## src/rtl/demux_pkg.sv

```systemverilog
// Shared constants and types for the 1-to-8 demux / 8-to-1 mux frame path.
package demux_pkg;
  localparam int unsigned N_CH  = 8;
  localparam int unsigned SEL_W = $clog2(N_CH);

  typedef logic [N_CH-1:0]  frame_t;
  typedef logic [SEL_W-1:0] sel_t;

  localparam frame_t FULL_MASK = '1;

  function automatic frame_t onehot(input sel_t idx);
    return frame_t'(1) << idx;
  endfunction
endpackage

```

## src/rtl/frame_out_reg.sv

```systemverilog
// Single-entry valid/ready holding register; data is stable while valid && !pop.
module frame_out_reg #(
  parameter int unsigned W = 8
) (
  input  logic         clk,
  input  logic         rst_n,
  input  logic         load,
  input  logic [W-1:0] load_data,
  input  logic         pop,
  output logic [W-1:0] dout,
  output logic         valid,
  output logic         free
);
  assign free = !valid || pop;

  always_ff @(posedge clk or negedge rst_n) begin
    if (!rst_n) begin
      dout  <= '0;
      valid <= 1'b0;
    end else if (load) begin
      dout  <= load_data;
      valid <= 1'b1;
    end else if (valid && pop) begin
      valid <= 1'b0;
    end
  end
endmodule

```

## src/rtl/demux1to8_frame.sv

```systemverilog
// Sequential 1-to-8 demux: steers accepted samples into an 8-channel frame and
// hands completed frames to a one-deep valid/ready output register.
module demux1to8_frame
  import demux_pkg::*;
(
  input  logic             clk,
  input  logic             rst_n,
  input  logic             din,
  input  logic             din_valid,
  output logic             din_ready,
  input  logic [SEL_W-1:0] S,
  input  logic             auto_mode,
  input  logic             flush,
  output logic [N_CH-1:0]  out,
  output logic             out_valid,
  input  logic             out_ready,
  output logic             ovw_err
);
  frame_t col_buf, mask;
  sel_t   cnt;
  logic   pending;

  sel_t   idx;
  logic   accept, complete, slot_free, load;
  frame_t hit, buf_nxt, mask_nxt, load_data;

  assign din_ready = !pending;

  always_comb begin
    idx       = auto_mode ? cnt : S;
    accept    = din_valid && !pending && !flush;
    hit       = accept ? onehot(idx) : '0;
    buf_nxt   = (col_buf & ~hit) | (din ? hit : '0);
    mask_nxt  = mask | hit;
    complete  = accept && (mask_nxt == FULL_MASK);
    // A held frame and a freshly completed one are mutually exclusive, since
    // input is blocked while a frame is pending.
    load      = !flush && slot_free && (pending || complete);
    load_data = pending ? col_buf : buf_nxt;
  end

  always_ff @(posedge clk or negedge rst_n) begin
    if (!rst_n) begin
      col_buf <= '0;
      mask    <= '0;
      cnt     <= '0;
      pending <= 1'b0;
      ovw_err <= 1'b0;
    end else begin
      ovw_err <= accept && !auto_mode && mask[S];
      if (flush || load) begin
        col_buf <= '0;
        mask    <= '0;
        cnt     <= '0;
        pending <= 1'b0;
      end else if (accept) begin
        col_buf <= buf_nxt;
        mask    <= mask_nxt;
        if (auto_mode) cnt <= cnt + 1'b1;
        if (complete) pending <= 1'b1;
      end
    end
  end

  frame_out_reg #(.W(N_CH)) u_out (
    .clk       (clk),
    .rst_n     (rst_n),
    .load      (load),
    .load_data (load_data),
    .pop       (out_ready),
    .dout      (out),
    .valid     (out_valid),
    .free      (slot_free)
  );
endmodule

```

## config.mk

```make
export PLATFORM = sky130hd
export DESIGN_NAME = demux1to8_frame
export DESIGN_NICKNAME = d
export VERILOG_FILES = /design/src/rtl/demux_pkg.sv /design/src/rtl/frame_out_reg.sv /design/src/rtl/demux1to8_frame.sv
export SDC_FILE = /design/constraint.sdc
export NUM_CORES = 1
export LEC_CHECK = 0
export BUFFER_PORTS_ARGS = -buffer_cell sky130_fd_sc_hd__buf_2
export CAP_MARGIN = 0
export CORE_ASPECT_RATIO = 1.5
export CORE_UTILIZATION = 50
export DETAILED_ROUTE_END_ITERATION = 8
export PLACE_DENSITY = 0.82
export SLEW_MARGIN = 20
export SYNTH_ARGS = -nofsm -noshare
export SYNTH_HDL_FRONTEND = slang
export SYNTH_SLANG_ARGS = --single-unit
export TNS_END_PERCENT = 50
```

## constraint.sdc

```tcl
create_clock -name clk -period 2.2 [get_ports clk]
set_input_delay 0.11 -clock clk [delete_from_list [all_inputs] [get_ports clk]]
set_output_delay 0.11 -clock clk [all_outputs]
set_load 0.01 [all_outputs]
```

==> flow_metrics.py <==
metrics = {
    "min_path": {
        "whs_endpoint": "pending",
        "holdPathStages": 3,
        "min_path_type": "primary input to register",
        "hp-start": "out_ready",
    },
    "timing": {
        "fin_skew_ns": 0.008922,
        "worst_pin_slew_ns": 0.6492,
        "max_freq_ghz": 0.4637,
        "slew_violations": 0,
        "finalCriticalPeriod_ns": 2.157,
        "relSlewSlack_pct": 56.72,
        "rsz0062_at_grt": "true",
        "hold_viol": 0,
        "finalCritPeriodShare_pct": 98.03,
        "setup-violations-final": 0,
    },
    "yosys": {
        "yosys_warnings": 0,
        "netlist.area_leader.share_pct": 46.99,
        "yosysSeqAreaShare_pct": 46.99,
        "syn_area_um2": 1598,
        "ys_types": 44,
        "synth_edf_count": 0,
        "synth_flop_cell": "dfrtp_1",
        "async_reset_ff_share_pct": 100.0,
        "postSynthAreaPerCell_um2": 10.94,
        "ys_ff_latch": 30,
        "synth_top_area_cell": "dfrtp_1",
        "syn_nets": 157,
        "synth_area_leaders": "dfrtp_1, mux2i_1, nor2_1",
        "syn_inst": 146,
    },
    "pwr": {
        "cellLeakagePower_nw": 0.9685,
        "peakVddDrop_uv": 639.2,
        "p_per_area_nw_per_um2": 576.4,
        "p_sw_uw": 271.8,
        "seqPwrFrac_pct": 50.0,
        "p_int_uw": 851.8,
        "pwr-share-clk_pct": 40.6,
        "p_sw_share_pct": 24.19,
        "power_frac_comb_pct": 9.4,
    },
    "floorplan": {
        "die_w_um": 48.16,
        "die_h_um": 71.24,
        "ioPinCount": 21,
        "initial_core_util_pct": 53.75,
        "num_rows": 24,
        "core_um2": 2973,
        "dieArea_um2": 3430,
    },
    "cts": {
        "cts_max_path_buffers": 2,
        "clkSinkCount": 30,
        "clkSlewWorstSetupHoldPaths_ns": 0.07,
        "h-tree-depth": 2,
        "cts_tree": "done",
        "cts_buffers": 5,
        "clock-root-buffer": "clkbuf_8",
        "clk_latency_ns": 0.28,
    },
    "critical_path": {
        "cp.arrival_ns": 2.32,
        "crit_chain": "or3b_4 -> a2111oi_4 -> a221oi_1 -> and4b_2 -> o21ai_4 -> mux2_1",
        "crit_buf_inv": 0,
        "slowest_stage": "or3b_4",
        "cpPeakStageDelay_ns": 0.45,
        "r2r_end": "u_out.dout[1]",
        "startpoint_type": "register",
        "reg2reg_from": "cnt[0]",
        "regToRegSetupSlack_ns": 0.04,
        "cp_top_family": "simple AND/OR/NAND/NOR gates",
        "worstRegToRegCells": 6,
        "crit_path_end_kind": "register",
        "crit_required_ns": 2.36,
        "critPathKind": "register to register",
        "cp_max_fo": 4,
    },
    "drt": {
        "dr_total_vias": 1258,
        "wl_mm": 3.425,
        "postRouteAntennaNets": 0,
        "drt_first_pass_iters": 5,
        "wl_per_cell_um": 15.57,
        "post-route-drc-count": 0,
        "vias_per_cell": 5.718,
        "drt_iter0_drc": 58,
    },
    "global_route": {
        "grt.overflow.total": 0,
        "antenna_found_initial": 0,
        "grtUsageTotal_pct": 22.74,
        "grt_pass1_wl_mm": 5.416,
        "first_global_vias": 1165,
        "grt_max_degree": 31,
    },
    "placement": {
        "place_inst": 207,
        "io_buffer_count": 20,
        "gp_congestion": 0.9461,
        "place_area_um2": 1780,
        "hpwl_mm": 2.450,
    },
    "run": {
        "drv_cap": 0,
    },
    "finish": {
        "design_area_um2": 1949,
        "drive_gt1_share_pct": 33.15,
        "finalNetCount": 191,
        "diodes": 0,
        "final_cell_count_no_fill": 220,
        "syn_to_final_growth_pct": 22.00,
    },
    "outcome": {
        "status": "finished clean",
    },
}
[flip-flops by register name (all words and copies together) (netlist names)]
register	flops
col_buf	8
pending	1
u_out.valid	1
ovw_err	1
u_out.dout	8
mask	8
cnt	3
[cell families after synthesis]
family,synth area share (%)
buffers and inverters,5.011
XOR/XNOR,0.5483
AO/OA/AOI/OAI,11.51
AND/OR/NAND/NOR,19.11
multiplexers,16.05
flip-flops,46.99
adder cells (fa/ha/maj),0.7830
[what timing repair did]
action / in CTS / in global routing
pin swaps: 0 / 3
hold buffers: 1 / 0
hold endpoints to repair: 30 / 0
setup endpoints to repair: 1 / 27
gates resized for setup: 1 / 6
setup buffers: 0 / 4
[tightest hold or removal path, cell delays in order]
cell and delay, ns:
buf_2 0.08, nor2b_1 0.06, and2_1 0.13
[per-stage QoR]
stage	hold WS [ns]	setup slack [ns]	utilization [%]	total power, mW	TNS [ns]
after detailed placement	0.1785	0.03564	59.89	0.6696	0
after global routing	0.1462	-0.02541	65.57	1.166	-0.1899
after CTS	0.1218	0.008799	63.51	1.133	0
after global placement	0.1712	0.1004	59.89	0.6663	0
final	0.1225	0.04342	65.57	1.124	0
after floorplan	-0.1856	0.0009095	-	0.6276	0
[cell type report]
type	count	area, um2
Tap cell	39	48.80
Fill cell	231	1023
Sequential cell	30	752.0
Clock buffer	6	82.58
Clock inverter	2	12.51
Timing Repair Buffer	33	216.5
Inverter	11	41.29
Multi-Input combinational cell	99	795.8
[power by group through the flow]
stage | Sequential (mW) | Clock [mW] | Combinational (mW)
after CTS | 0.562 | 0.470 | 0.101
after global placement | 0.571 | 0 | 0.0948
after detailed placement | 0.572 | 0 | 0.0978
after floorplan | 0.572 | 0 | 0.0561
final | 0.562 | 0.456 | 0.105
after global routing | 0.562 | 0.488 | 0.115
[synthesized netlist by cell type, types with 2 or more instances]
cell type  count
a211o_1        2
a211oi_1       2
a21oi_1        7
and4b_1        2
buf_4          2
clkbuf_1       2
dfrtp_1       30
inv_1         11
mux2_1         3
mux2_2         4
mux2i_1       11
mux4_2         2
nand2_1        6
nand3_1        4
nor2_1        19
nor2b_1        5
nor3_1         3
nor4bb_1       2
o32ai_1        2
or2_2          2
or3b_1         2
[how the worst max path moves through the flow]
stage                 start             to  slack [ns]  cells after the start
CTS                 pending  u_out.dout[0]       0.009                      6
global route        pending     col_buf[3]       -0.03                      7
global placement    pending  u_out.dout[0]        0.10                      6
detailed placement   cnt[1]  u_out.dout[0]        0.04                      6
floorplan           pending     col_buf[3]      0.0009                      9
finish               cnt[0]  u_out.dout[1]        0.04                      6
[cell usage in the layout (no fill, tap or decap), types with 3 or more instances in the layout]
| cell type | n |
|---|---|
| dfrtp_1 | 29 |
| buf_2 | 20 |
| nor2_1 | 19 |
| mux2i_1 | 11 |
| inv_1 | 11 |
| buf_4 | 10 |
| a21oi_1 | 7 |
| nand2_1 | 6 |
| clkbuf_8 | 6 |
| nor2b_1 | 5 |
| mux2_2 | 4 |
| nand3_1 | 4 |
| nor3_1 | 3 |
[routing by layer]
layer	vias to the layer above	part of all wire, %	track usage (%)
met1	604	41	29.43
li1	588	-	-
met3	13	5.8	6.297
met5	-	0	0
met4	0	4.3	13.58
met2	53	49	32.89
Note: power is estimated with default switching activity, not from simulation.
